## src/rtl/tc0200obj_pkg.sv

```systemverilog
// Shared types for the TC0200OBJ sprite-ROM row fetcher: request record, fetch FSM states and
// the horizontal-mirror helper for one 16-pixel 4bpp row.
package tc0200obj_pkg;

  localparam int PIX_BITS = 4;
  localparam int ROW_PIX  = 16;
  localparam int ROW_BITS = PIX_BITS * ROW_PIX;

  typedef struct packed {
    logic [19:0] code;
    logic [3:0]  row;
    logic        flip;
  } fetch_req_t;

  typedef enum logic [1:0] {
    IDLE = 2'd0,
    LO   = 2'd1,
    HI   = 2'd2,
    OUT  = 2'd3
  } fetch_state_e;

  // Pixel i of the result is pixel ROW_PIX-1-i of the input; bits inside a pixel keep their order.
  function automatic logic [ROW_BITS-1:0] flip_row(input logic [ROW_BITS-1:0] d);
    logic [ROW_BITS-1:0] r;
    r = '0;
    for (int i = 0; i < ROW_PIX; i++) begin
      r[i*PIX_BITS +: PIX_BITS] = d[(ROW_PIX-1-i)*PIX_BITS +: PIX_BITS];
    end
    return r;
  endfunction

endpackage

```

## src/rtl/tc0200obj_rom_fetch_if.sv

```systemverilog
// Signal bundle of the sprite-ROM row fetcher: request capture, ROM read port and renderer row port.
// Handshakes: rom_req/rom_addr are held until a one-cycle rom_ack (data valid with the ack);
// row_valid/row_data are held until a cycle with row_valid & row_ready, which transfers the row.
interface tc0200obj_rom_fetch_if #(
  parameter int ROM_AW = 25
);
  logic              code_req;
  logic [3:0]        row_idx;
  logic              flip_x;
  logic [19:0]       code_modified;
  logic              req_busy;
  logic              overflow;
  logic              rom_req;
  logic [ROM_AW-1:0] rom_addr;
  logic              rom_ack;
  logic [31:0]       rom_data;
  logic              row_valid;
  logic              row_ready;
  logic [63:0]       row_data;

  modport master (
    output code_req, row_idx, flip_x, code_modified, rom_ack, rom_data, row_ready,
    input  req_busy, overflow, rom_req, rom_addr, row_valid, row_data
  );

  modport slave (
    input  code_req, row_idx, flip_x, code_modified, rom_ack, rom_data, row_ready,
    output req_busy, overflow, rom_req, rom_addr, row_valid, row_data
  );
endinterface

```

## src/rtl/tc0200obj_fetch_fifo.sv

```systemverilog
// Synchronous FIFO of fetch requests; push and pop in the same cycle are allowed even when full.
module tc0200obj_fetch_fifo
  import tc0200obj_pkg::*;
#(
  parameter int DEPTH = 4
) (
  input  logic                     clk,
  input  logic                     rst_n,
  input  logic                     push_i,
  input  fetch_req_t               din_i,
  input  logic                     pop_i,
  output fetch_req_t               dout_o,
  output logic                     empty_o,
  output logic [$clog2(DEPTH):0]   count_o
);
  localparam int AW = $clog2(DEPTH);

  fetch_req_t     mem_q [DEPTH];
  logic [AW-1:0]  wr_q, rd_q;
  logic [AW:0]    count_q;
  logic           full, do_push, do_pop;

  assign empty_o = (count_q == '0);
  assign full    = (count_q == (AW+1)'(DEPTH));
  assign do_pop  = pop_i & ~empty_o;
  assign do_push = push_i & (~full | do_pop);
  assign dout_o  = mem_q[rd_q];
  assign count_o = count_q;

  always_ff @(posedge clk) begin
    if (do_push) mem_q[wr_q] <= din_i;
  end

  // Pointers wrap naturally because DEPTH is a power of two.
  always_ff @(posedge clk or negedge rst_n) begin
    if (!rst_n) begin
      wr_q    <= '0;
      rd_q    <= '0;
      count_q <= '0;
    end else begin
      if (do_push) wr_q <= wr_q + AW'(1);
      if (do_pop)  rd_q <= rd_q + AW'(1);
      count_q <= count_q + {{AW{1'b0}}, do_push} - {{AW{1'b0}}, do_pop};
    end
  end
endmodule

```

## src/rtl/tc0200obj_rom_fetch.sv

```systemverilog
// Sprite-ROM row fetcher: captures {code,row,flip}, reads two 32-bit words per row, emits 64-bit rows.
// Optional one-entry last-row cache enabled by defining TC0200OBJ_FETCH_CACHE_EN.
module tc0200obj_rom_fetch
  import tc0200obj_pkg::*;
#(
  parameter int QDEPTH = 4,
  parameter int ROM_AW = 25
) (
  input  logic                      clk,
  input  logic                      reset_n,
  tc0200obj_rom_fetch_if.slave      bus,
  output fetch_state_e              dbg_state_o
);
  localparam int CW = $clog2(QDEPTH) + 1;

  logic              cap_valid_q, cap_flip_q, overflow_q;
  logic [3:0]        cap_row_q;
  logic [CW-1:0]     fifo_count;
  logic [CW:0]       occupancy;
  logic              req_busy, accept, fifo_empty, fifo_push, fifo_pop;
  logic              can_take, take, cache_hit;
  fetch_req_t        push_req, fifo_dout, head, cur_q;
  fetch_state_e      state_q;
  logic              rom_req_q, row_valid_q;
  logic [ROM_AW-1:0] rom_addr_q;
  logic [31:0]       lo_q, hi_q;
  logic [63:0]       row_data_q, cache_row_data;

  function automatic logic [ROM_AW-1:0] mk_addr(input fetch_req_t r, input logic half);
    return ROM_AW'({r.code, r.row, half});
  endfunction

  assign occupancy = {1'b0, fifo_count} + {{CW{1'b0}}, cap_valid_q};
  assign req_busy  = (occupancy >= (CW+1)'(QDEPTH));
  assign accept    = bus.code_req & ~req_busy;

  always_ff @(posedge clk or negedge reset_n) begin
    if (!reset_n) begin
      cap_valid_q <= 1'b0;
      cap_row_q   <= '0;
      cap_flip_q  <= 1'b0;
      overflow_q  <= 1'b0;
    end else begin
      cap_valid_q <= accept;
      if (accept) begin
        cap_row_q  <= bus.row_idx;
        cap_flip_q <= bus.flip_x;
      end
      if (bus.code_req && req_busy) overflow_q <= 1'b1;
    end
  end

  // A capture arriving while the FSM is free and the queue is empty bypasses the queue.
  assign push_req  = '{code: bus.code_modified, row: cap_row_q, flip: cap_flip_q};
  assign head      = fifo_empty ? push_req : fifo_dout;
  assign can_take  = (state_q == IDLE) || ((state_q == OUT) && row_valid_q && bus.row_ready);
  assign take      = can_take && (!fifo_empty || cap_valid_q);
  assign fifo_pop  = take && !fifo_empty;
  assign fifo_push = cap_valid_q && !(take && fifo_empty);

  tc0200obj_fetch_fifo #(.DEPTH(QDEPTH)) u_fifo (
    .clk     (clk),
    .rst_n   (reset_n),
    .push_i  (fifo_push),
    .din_i   (push_req),
    .pop_i   (fifo_pop),
    .dout_o  (fifo_dout),
    .empty_o (fifo_empty),
    .count_o (fifo_count)
  );

`ifdef TC0200OBJ_FETCH_CACHE_EN
  logic        cache_valid_q;
  logic [19:0] cache_code_q;
  logic [3:0]  cache_idx_q;
  logic [63:0] cache_data_q;

  // Cached data is stored unflipped so either mirror setting can reuse it.
  always_ff @(posedge clk or negedge reset_n) begin
    if (!reset_n) begin
      cache_valid_q <= 1'b0;
      cache_code_q  <= '0;
      cache_idx_q   <= '0;
      cache_data_q  <= '0;
    end else if (state_q == HI && rom_req_q && bus.rom_ack) begin
      cache_valid_q <= 1'b1;
      cache_code_q  <= cur_q.code;
      cache_idx_q   <= cur_q.row;
      cache_data_q  <= {bus.rom_data, lo_q};
    end
  end

  assign cache_hit      = cache_valid_q && (head.code == cache_code_q) && (head.row == cache_idx_q);
  assign cache_row_data = cache_data_q;
`else
  assign cache_hit      = 1'b0;
  assign cache_row_data = '0;
`endif

  // rom_req falls for one cycle after every ack, so each ROM word is its own request.
  always_ff @(posedge clk or negedge reset_n) begin
    if (!reset_n) begin
      state_q     <= IDLE;
      cur_q       <= '0;
      rom_req_q   <= 1'b0;
      rom_addr_q  <= '0;
      lo_q        <= '0;
      hi_q        <= '0;
      row_valid_q <= 1'b0;
      row_data_q  <= '0;
    end else begin
      case (state_q)
        IDLE: ;
        LO: if (rom_req_q && bus.rom_ack) begin
          lo_q       <= bus.rom_data;
          rom_req_q  <= 1'b0;
          rom_addr_q <= mk_addr(cur_q, 1'b1);
          state_q    <= HI;
        end
        HI: if (!rom_req_q) begin
          rom_req_q <= 1'b1;
        end else if (bus.rom_ack) begin
          hi_q      <= bus.rom_data;
          rom_req_q <= 1'b0;
          state_q   <= OUT;
        end
        OUT: if (!row_valid_q) begin
          row_valid_q <= 1'b1;
          row_data_q  <= cur_q.flip ? flip_row({hi_q, lo_q}) : {hi_q, lo_q};
        end else if (bus.row_ready) begin
          row_valid_q <= 1'b0;
          state_q     <= IDLE;
        end
        default: state_q <= IDLE;
      endcase
      if (take) begin
        cur_q <= head;
        if (cache_hit) begin
          state_q <= OUT;
          lo_q    <= cache_row_data[31:0];
          hi_q    <= cache_row_data[63:32];
        end else begin
          state_q    <= LO;
          rom_req_q  <= 1'b1;
          rom_addr_q <= mk_addr(head, 1'b0);
        end
      end
    end
  end

  assign bus.req_busy  = req_busy;
  assign bus.overflow  = overflow_q;
  assign bus.rom_req   = rom_req_q;
  assign bus.rom_addr  = rom_addr_q;
  assign bus.row_valid = row_valid_q;
  assign bus.row_data  = row_data_q;
  assign dbg_state_o   = state_q;
endmodule

```

## src/flat_wrapper.sv

```systemverilog
// flat-port wrapper written by rule: the top's interface ports become plain ports
module tc0200obj_rom_fetch_flat import tc0200obj_pkg::*;
#(
  parameter int QDEPTH = 4,
  parameter int ROM_AW = 25
)
  (clk, reset_n, dbg_state_o, bus_code_req, bus_row_idx, bus_flip_x, bus_code_modified, bus_rom_ack, bus_rom_data, bus_row_ready, bus_req_busy, bus_overflow, bus_rom_req, bus_rom_addr, bus_row_valid, bus_row_data);
  tc0200obj_rom_fetch_if #(.ROM_AW(ROM_AW)) bus_i ();
  input  logic clk;
  input  logic reset_n;
  output fetch_state_e dbg_state_o;
  input wire logic [$bits(bus_i.code_req)-1:0] bus_code_req;
  input wire logic [$bits(bus_i.row_idx)-1:0] bus_row_idx;
  input wire logic [$bits(bus_i.flip_x)-1:0] bus_flip_x;
  input wire logic [$bits(bus_i.code_modified)-1:0] bus_code_modified;
  input wire logic [$bits(bus_i.rom_ack)-1:0] bus_rom_ack;
  input wire logic [$bits(bus_i.rom_data)-1:0] bus_rom_data;
  input wire logic [$bits(bus_i.row_ready)-1:0] bus_row_ready;
  output wire logic [$bits(bus_i.req_busy)-1:0] bus_req_busy;
  output wire logic [$bits(bus_i.overflow)-1:0] bus_overflow;
  output wire logic [$bits(bus_i.rom_req)-1:0] bus_rom_req;
  output wire logic [$bits(bus_i.rom_addr)-1:0] bus_rom_addr;
  output wire logic [$bits(bus_i.row_valid)-1:0] bus_row_valid;
  output wire logic [$bits(bus_i.row_data)-1:0] bus_row_data;
  assign bus_i.code_req = bus_code_req;
  assign bus_i.row_idx = bus_row_idx;
  assign bus_i.flip_x = bus_flip_x;
  assign bus_i.code_modified = bus_code_modified;
  assign bus_i.rom_ack = bus_rom_ack;
  assign bus_i.rom_data = bus_rom_data;
  assign bus_i.row_ready = bus_row_ready;
  assign bus_req_busy = bus_i.req_busy;
  assign bus_overflow = bus_i.overflow;
  assign bus_rom_req = bus_i.rom_req;
  assign bus_rom_addr = bus_i.rom_addr;
  assign bus_row_valid = bus_i.row_valid;
  assign bus_row_data = bus_i.row_data;
  tc0200obj_rom_fetch #(.QDEPTH(QDEPTH), .ROM_AW(ROM_AW)) u_core (.clk(clk), .reset_n(reset_n), .bus(bus_i), .dbg_state_o(dbg_state_o));
endmodule
```

## config.mk

```make
export PLATFORM = sky130hd
export DESIGN_NAME = tc0200obj_rom_fetch_flat
export DESIGN_NICKNAME = d
export VERILOG_FILES = /design/src/rtl/tc0200obj_pkg.sv /design/src/rtl/tc0200obj_rom_fetch_if.sv /design/src/rtl/tc0200obj_fetch_fifo.sv /design/src/rtl/tc0200obj_rom_fetch.sv /design/src/flat_wrapper.sv
export SDC_FILE = /design/constraint.sdc
export NUM_CORES = 1
export LEC_CHECK = 0
export BUFFER_PORTS_ARGS = -buffer_cell sky130_fd_sc_hd__buf_2
export CORE_ASPECT_RATIO = 1.2
export CORE_UTILIZATION = 45
export DETAILED_ROUTE_END_ITERATION = 8
export GPL_ROUTABILITY_DRIVEN = 0
export PLACE_DENSITY = 0.62
export SYNTH_ARGS = -nofsm -noshare
export SYNTH_HDL_FRONTEND = slang
export SYNTH_HIERARCHICAL = 1
export SYNTH_SLANG_ARGS = --single-unit
```

## constraint.sdc

```tcl
create_clock -name clk -period 4 [get_ports clk]
set_input_delay 0.4 -clock clk [delete_from_list [all_inputs] [get_ports clk]]
set_output_delay 0.4 -clock clk [all_outputs]
set_load 0.01 [all_outputs]
```

==> results.json, run 1 <==
{
  "outcome": "complete, but fails checks",
  "violations": "design-rule violations",
  "grt_pass1_wl_mm": 43.3,
  "synthArstFlopShare_pct": 66.2,
  "ant_nets": 0,
  "cp_slowest_stage_delay_ns": 0.45,
  "syn_area_per_cell_um2": 13.2,
  "netlist_instances": 923,
  "ir_drop_mv": 0.544,
  "antenna_found_initial": 0,
  "fmax_mhz": 327,
  "intPower_w": 0.00789,
  "worstMarginPinSlew_ns": 1.11,
  "initial_utilization_pct": 46.0,
  "grt_pass1_vias": 7841,
  "clkPwrFrac_pct": 23.6,
  "antenna_cells": 0,
  "synth_warnings": 6,
  "maxSlewViolCount": 0,
  "pin_count": 157,
  "core_area_mm2": 0.0265,
  "ctsResizeCount": 0,
  "first_pass_iters": 7,
  "root_buffer": "clkbuf_16",
  "grt_start_max_net_pins": 97,
  "port_buffers": 156,
  "drc_errors": 14,
  "num_vias": 7773,
  "pwr-share-comb_pct": 34.4,
  "syn2layout_area_growth_pct": 17.3,
  "fin_total_pwr_w": 0.0121,
  "via_per_inst": 5.46,
  "drive_above_1_share_pct": 27.4,
  "floorplan.die_area_mm2": 0.0278,
  "nets": 1138,
  "critPathCaptureType": "flop",
  "max_slew_margin_pct": 25.9,
  "min_from": "bus_rom_data[12]",
  "worstPathCellList": "ha_1 > a31o_2 > and2b_4 > buf_4 > o31a_1 > ha_1 > inv_1 > ha_1 > fa_1 > xnor2_1 > xnor2_1",
  "period_needed_ns": 3.05,
  "critPathMostFrequentCell": "ha_1",
  "leakagePower_nw": 6.34,
  "clkTransAtPathRegs_ns": 0.06,
  "routedWlPerCell_um": 18.8,
  "finalWirelength_mm": 26.7,
  "crit_fanout": 49,
  "r2r_slack_ns": 0.95,
  "tns_ns": 0,
  "seqPwrFrac_pct": 42.0,
  "yosysSeqAreaShare_pct": 64.8,
  "worst-r2r-cell-count": 11,
  "dpl.hpwl_mm": 17.0,
  "power_density_mw_per_mm2": 848,
  "design_area_mm2": 0.0143,
  "dieWidth_um": 152,
  "final_core_util_pct": 54.0,
  "h-tree-depth": 1,
  "fillers": 2308,
  "synth-seq-cells": 296,
  "path_class": "reg -> reg",
  "synth_area_mm2": 0.0122,
  "r2r-start": "u_core/dbg_state_o[1]",
  "cts_buffers": 30,
  "cp.arrival_ns": 3.49,
  "hold_violations": 0,
  "r2r-end": "u_core/u_fifo/count_o[2]",
  "synthesis.nets": 996,
  "grt_usage_pct": 19.8,
  "dpl_cell_area_mm2": 0.0133,
  "min_to": "u_core/lo_q[12]",
  "synthDistinctLibCells": 40,
  "switching_share_pct": 35.0,
  "cap_violations": 0,
  "cts_num_sinks": 296,
  "cp.required_ns": 4.43,
  "cp_slowest_cell": "buf_4",
  "p_sw_w": 0.00425,
  "drt_iter0_drc": 321,
  "critPathLaunchType": "flop",
  "yosys_most_used_dff": "dfrtp_1",
  "fp.dieH_um": 182,
  "overflow": 0,
  "synth_edf_count": 100,
  "clockBufferDepth": 3,
  "rsz0062_at_grt": "false",
  "clk_latency_ns": 0.54,
  "fin_crit_sh_pct": 76.4,
  "setup_viol": 0,
  "rows": 65,
  "cts_tree": "yes",
  "worstHoldPathType": "in -> reg",
  "whs_ns": 0.0616,
  "hold_depth": 3,
  "skew_ns": 0.00894
}
==> placed cells by master (no fill, tap or decap), drive strengths merged <==
| cell | n |
|---|---|
| nand2b | 2 |
| a221oi | 23 |
| a31oi | 1 |
| dlygate4sd3 | 1 |
| nor3 | 71 |
| a211oi | 2 |
| clkinv | 13 |
| o31ai | 1 |
| buf | 173 |
| fa | 1 |
| and2 | 5 |
| a21o | 1 |
| a21boi | 1 |
| nor2 | 4 |
| mux2i | 64 |
| clkbuf | 35 |
| edfxtp | 100 |
| nand2 | 168 |
| o41a | 1 |
| nand3 | 3 |
| clkinvlp | 5 |
| a221o | 25 |
| ha | 10 |
| xnor2 | 4 |
| and2b | 1 |
| mux4 | 25 |
| mux2 | 39 |
| o21ai | 65 |
| xor2 | 1 |
| a31o | 1 |
| o31a | 1 |
| inv | 11 |
| bufinv | 4 |
| and3 | 25 |
| o211ai | 2 |
| a21oi | 3 |
| dfrtp | 196 |
| a2bb2oi | 1 |
==> logic make-up (layout without fill, tap and decap cells) <==
family                     after synthesis  count (layout)  synth area share [%]
adders and majority gates               11              11                  1.19
and+or+nand+nor                        279             279                  10.1
buffers and inverters                   76             242                  2.85
DFF                                    296             296                  64.8
muxes                                  128             128                  13.5
xor gates and xnor gates                 5               5                 0.359
AOI/OAI and AO/OA                      128             128                  7.28
==> stage by stage <==
step / setup slack, ns / std cells
finish: 0.945 / 1424
global route: 0.701 / 1424
CTS: 0.929 / 1424
detailed placement: 0.927 / 1367
global placement: 1.04 / 1367
floorplan: 1.17 / 923
==> worst max path at each step <==
stage / from / end / slack, ns
2_1_floorplan: u_core/dbg_state_o[0] / u_core/u_fifo/count_o[2] / 1.17
3_3_place_gp: u_core/dbg_state_o[1] / u_core/u_fifo/count_o[2] / 1.04
3_5_place_dp: u_core/dbg_state_o[1] / u_core/u_fifo/count_o[2] / 0.93
4_1_cts: u_core/dbg_state_o[1] / u_core/u_fifo/count_o[2] / 0.93
5_1_grt: u_core/dbg_state_o[1] / u_core/u_fifo/count_o[2] / 0.70
6_report: u_core/dbg_state_o[1] / u_core/u_fifo/count_o[2] / 0.95
==> state kept, by name, indices dropped and copies added (netlist names), 2 cells and up <==
name and flops:
u_core/u_fifo/mem_q 100, u_core/bus.row_data 64, u_core/hi_q 32, u_core/lo_q 32
u_core/bus.rom_addr 25, u_core/cur_q 25, u_core/cap_row_q 4, u_core/u_fifo/count_o 3
u_core/dbg_state_o 2, u_core/u_fifo/rd_q 2, u_core/u_fifo/wr_q 2
==> cell usage after synthesis (2+ instances only) <==
cell type	instances	area, um^2
buf_2	20	100
nand3_1	3	15.0
a21oi_1	3	15.0
nand2b_1	2	12.5
a221oi_1	23	201
and3_1	25	156
o21ai_0	65	325
ha_1	10	125
and2_1	4	25.0
dfrtp_1	196	4900
mux2_2	38	428
buf_4	6	45.0
o211ai_1	2	15.0
mux4_2	25	563
edfxtp_1	100	3000
a211oi_1	2	15.0
clkbuf_1	32	120
nor2_1	4	15.0
mux2i_1	64	641
buf_1	5	18.8
xnor2_1	4	35.0
a221o_1	25	250
buf_6	2	22.5
nand2_1	168	631
nor3_1	71	355
inv_1	10	37.5
==> power groups by stage <==
stage	clock [W]	combinational (W)	sequential, W
floorplan	0	0.00300	0.00502
global placement	0	0.00414	0.00512
detailed placement	0	0.00423	0.00517
CTS	0.00294	0.00424	0.00512
global route	0.00305	0.00466	0.00526
finish	0.00286	0.00418	0.00511
==> critical path, delay by kind of cell, from the launching register on <==
family / cells / cell delay, ns
simple gates: 1 / 0.16
buf+inv: 2 / 0.49
xor+xnor: 2 / 0.27
flops: 1 / 0.42
fa+ha+maj: 4 / 1.06
compound gates: 2 / 0.55
==> metal layers <==
metal	routed length, um	track usage (%)	vias up	share of wire (%)
met5	0	0	-	0
met4	566	5.43	0	2.1
met3	1180	2.54	37	4.4
met2	13600	35.2	179	51
met1	11400	25.4	3887	43
li1	-	-	3670	-
==> final cells by class <==
cell class	instances	area, um^2	share of cell area, %
Timing Repair Buffer	175	947	6.61
Clock inverter	22	220	1.54
Multi-Input combinational cell	551	3980	27.8
Clock buffer	34	807	5.63
Tap cell	335	419	2.93
Inverter	11	41.3	0.288
Sequential cell	296	7910	55.2
==> what timing repair did <==
action,in CTS,in global routing
setup buffers,0,0
hold buffers,1,0
endpoints found under the hold margin,65,0
Power figures use the tool's default switching activity.
==> inputs of run 2 (changes only) <==
==> constraint.sdc (replaced) <==
create_clock -name clk -period 3.2 [get_ports clk]
set_input_delay 0.32 -clock clk [delete_from_list [all_inputs] [get_ports clk]]
set_output_delay 0.32 -clock clk [all_outputs]
set_load 0.01 [all_outputs]
==> run 2 against run 1 <==
Compared with the run above: the run still ends with design-rule violations left; die area unchanged; final cell count up 2.1%; fmax up 5.6%; wire length down 0.86%; flip-flop and latch count unchanged; utilization up 1.4 points; global-route usage down 0.43 points; critical path depth unchanged; clock power up 26%.
==> results.json, run 2 (synthesis gave the netlist of run 1 again) <==
{
  "fin_crit_sh_pct": 90.4,
  "path_class": "reg -> reg",
  "overflow": 0,
  "maxSlewViolCount": 0,
  "cp_slowest_cell": "dfrtp_1",
  "cap_violations": 0,
  "initial_utilization_pct": 46.0,
  "grt_start_max_net_pins": 87,
  "crit_fanout": 7,
  "critPathMostFrequentCell": "ha_1",
  "num_vias": 7893,
  "cp_slowest_stage_delay_ns": 0.41,
  "r2r_slack_ns": 0.31,
  "min_from": "bus_rom_data[30]",
  "max_slew_margin_pct": 46.8,
  "r2r-start": "u_core/dbg_state_o[0]",
  "antenna_found_initial": 0,
  "critPathCaptureType": "flop",
  "clockBufferDepth": 3,
  "final_cell_mix": "dfrtp_1 (195), nand2_1 (168), buf_2 (155), edfxtp_1 (100), nor3_1 (70)",
  "dieWidth_um": 152,
  "finalWirelength_mm": 26.5,
  "fp.dieH_um": 182,
  "clkTransAtPathRegs_ns": 0.06,
  "outcome": "complete, but fails checks",
  "drt_iter0_drc": 309,
  "clk_latency_ns": 0.55,
  "hold_depth": 3,
  "cts_num_sinks": 296,
  "cts_tree": "yes",
  "grt_usage_pct": 19.3,
  "cp.arrival_ns": 3.36,
  "ant_nets": 0,
  "cpLargestDelayFamily": "adder cells",
  "floorplan.die_area_mm2": 0.0278,
  "use_met2_pct": 32.4,
  "r2r-end": "u_core/u_fifo/count_o[2]",
  "violations": "design-rule violations",
  "nets": 1169,
  "largest_reg_flops": 100,
  "worst-path-stages": 11,
  "antenna_cells": 0,
  "h-tree-depth": 1,
  "grt_pass1_vias": 7663,
  "ir_drop_mv": 0.528,
  "port_buffers": 156,
  "root_buffer": "clkbuf_16",
  "fillers": 2229,
  "grt_pass1_wl_mm": 42.4,
  "first_pass_iters": 6,
  "routedWlPerCell_um": 18.2,
  "cp.required_ns": 3.66,
  "hold_violations": 0,
  "fmax_mhz": 346,
  "period_needed_ns": 2.89,
  "tns_ns": 0,
  "mostFrequentLayoutCell": "dfrtp_1",
  "setup_viol": 0,
  "dpl.hpwl_mm": 16.8,
  "place_inst": 1373,
  "syn2layout_area_growth_pct": 20.4,
  "final_core_util_pct": 55.5,
  "pin_count": 157,
  "leakagePower_nw": 6.51,
  "critPathLaunchType": "flop",
  "worst-r2r-cell-count": 11,
  "skew_ns": 0.0162,
  "cts_buffers": 30,
  "drive_above_1_share_pct": 26.7,
  "via_per_inst": 5.43,
  "worstMarginPinSlew_ns": 0.797,
  "critical_path_buf_inv_count": 2,
  "grtUsageMet3_pct": 2.52,
  "drc_errors": 14,
  "regMostFlops": "u_core/u_fifo/mem_q",
  "top_usage_layer": "met2",
  "final_cells": 1454,
  "core_area_mm2": 0.0265,
  "min_to": "u_core/lo_q[30]",
  "met1_usage_pct": 26.9,
  "worstPathCellList": "ha_1 > a31o_2 > a21boi_0 > o41a_1 > inv_1 > ha_1 > inv_1 > ha_1 > fa_1 > xnor2_1 > xnor2_1",
  "worstHoldPathType": "in -> reg",
  "rsz0062_at_grt": "false",
  "power_density_mw_per_mm2": 1040,
  "post_cts_buffers": 0,
  "rows": 65
}
-- run 2: cell count changes in the layout (fill, tap and decap cells not counted) --
| cell | delta |
|---|---|
| dlygate4sd3_1 | +25 |
| clkbuf_1 | +7 |
| buf_12 | +6 |
| clkinvlp_4 | -5 |
| clkinv_1 | -3 |
| clkinv_2 | -3 |
| clkbuf_16 | +2 |
| clkbuf_8 | +2 |
| bufinv_16 | -1 |
-- run 2: routing by layer --
| metal | share of wire [%] | wire length [um] |
|---|---|---|
| met1 | 46 | 12100 |
| met2 | 49 | 12900 |
| met3 | 4.6 | 1210 |
| met4 | 1.4 | 359 |
| met5 | 0 | 0 |
-- run 2: final cells by class --
cell class	count	area, um^2	share of cell area, %
Clock inverter	10	126	0.859
Clock buffer	45	911	6.20
Multi-Input combinational cell	551	3980	27.0
Inverter	11	41.3	0.281
Sequential cell	296	7910	53.8
Tap cell	335	419	2.85
Timing Repair Buffer	206	1320	8.96
-- run 2: repair_timing --
action	CTS	global route
hold endpoints to repair	105	0
hold buffers	26	0
gates resized for setup	0	0
-- run 2: per-stage QoR --
stage	power (W)	worst slack (ns)	hold slack [ns]	instance area (um^2)
floorplan	0.0100	0.368	0.0244	12200
global placement	0.0116	0.391	0.433	13400
detailed placement	0.0118	0.291	0.424	13400
CTS	0.0154	0.275	0.000134	14700
global route	0.0163	0.153	0.00599	14700
finish	0.0153	0.306	0.0141	14700
-- run 2: where the power goes --
group	internal [W]	leakage [nW]	switching, W
Sequential	0.00536	3.32	0.000917
Combinational	0.00245	2.68	0.00294
Clock	0.00220	0.510	0.00142
-- run 2: how the worst max path moves through the flow --
stage	from	end
after floorplan	u_core/dbg_state_o[0]	u_core/u_fifo/count_o[2]
after global placement	u_core/dbg_state_o[0]	u_core/u_fifo/count_o[2]
after detailed placement	u_core/dbg_state_o[0]	u_core/u_fifo/count_o[2]
after CTS	u_core/dbg_state_o[0]	u_core/u_fifo/count_o[2]
after global routing	u_core/dbg_state_o[0]	u_core/u_fifo/count_o[2]
final	u_core/dbg_state_o[0]	u_core/u_fifo/count_o[2]
-- run 2: worst register-to-register path, cell delays in order (launching register included) --
cell      delay, ns
dfrtp_1        0.41
ha_1           0.31
a31o_2         0.27
a21boi_0       0.20
o41a_1         0.34
inv_1          0.08
ha_1           0.28
inv_1          0.04
ha_1           0.18
fa_1           0.38
xnor2_1        0.17
xnor2_1        0.15
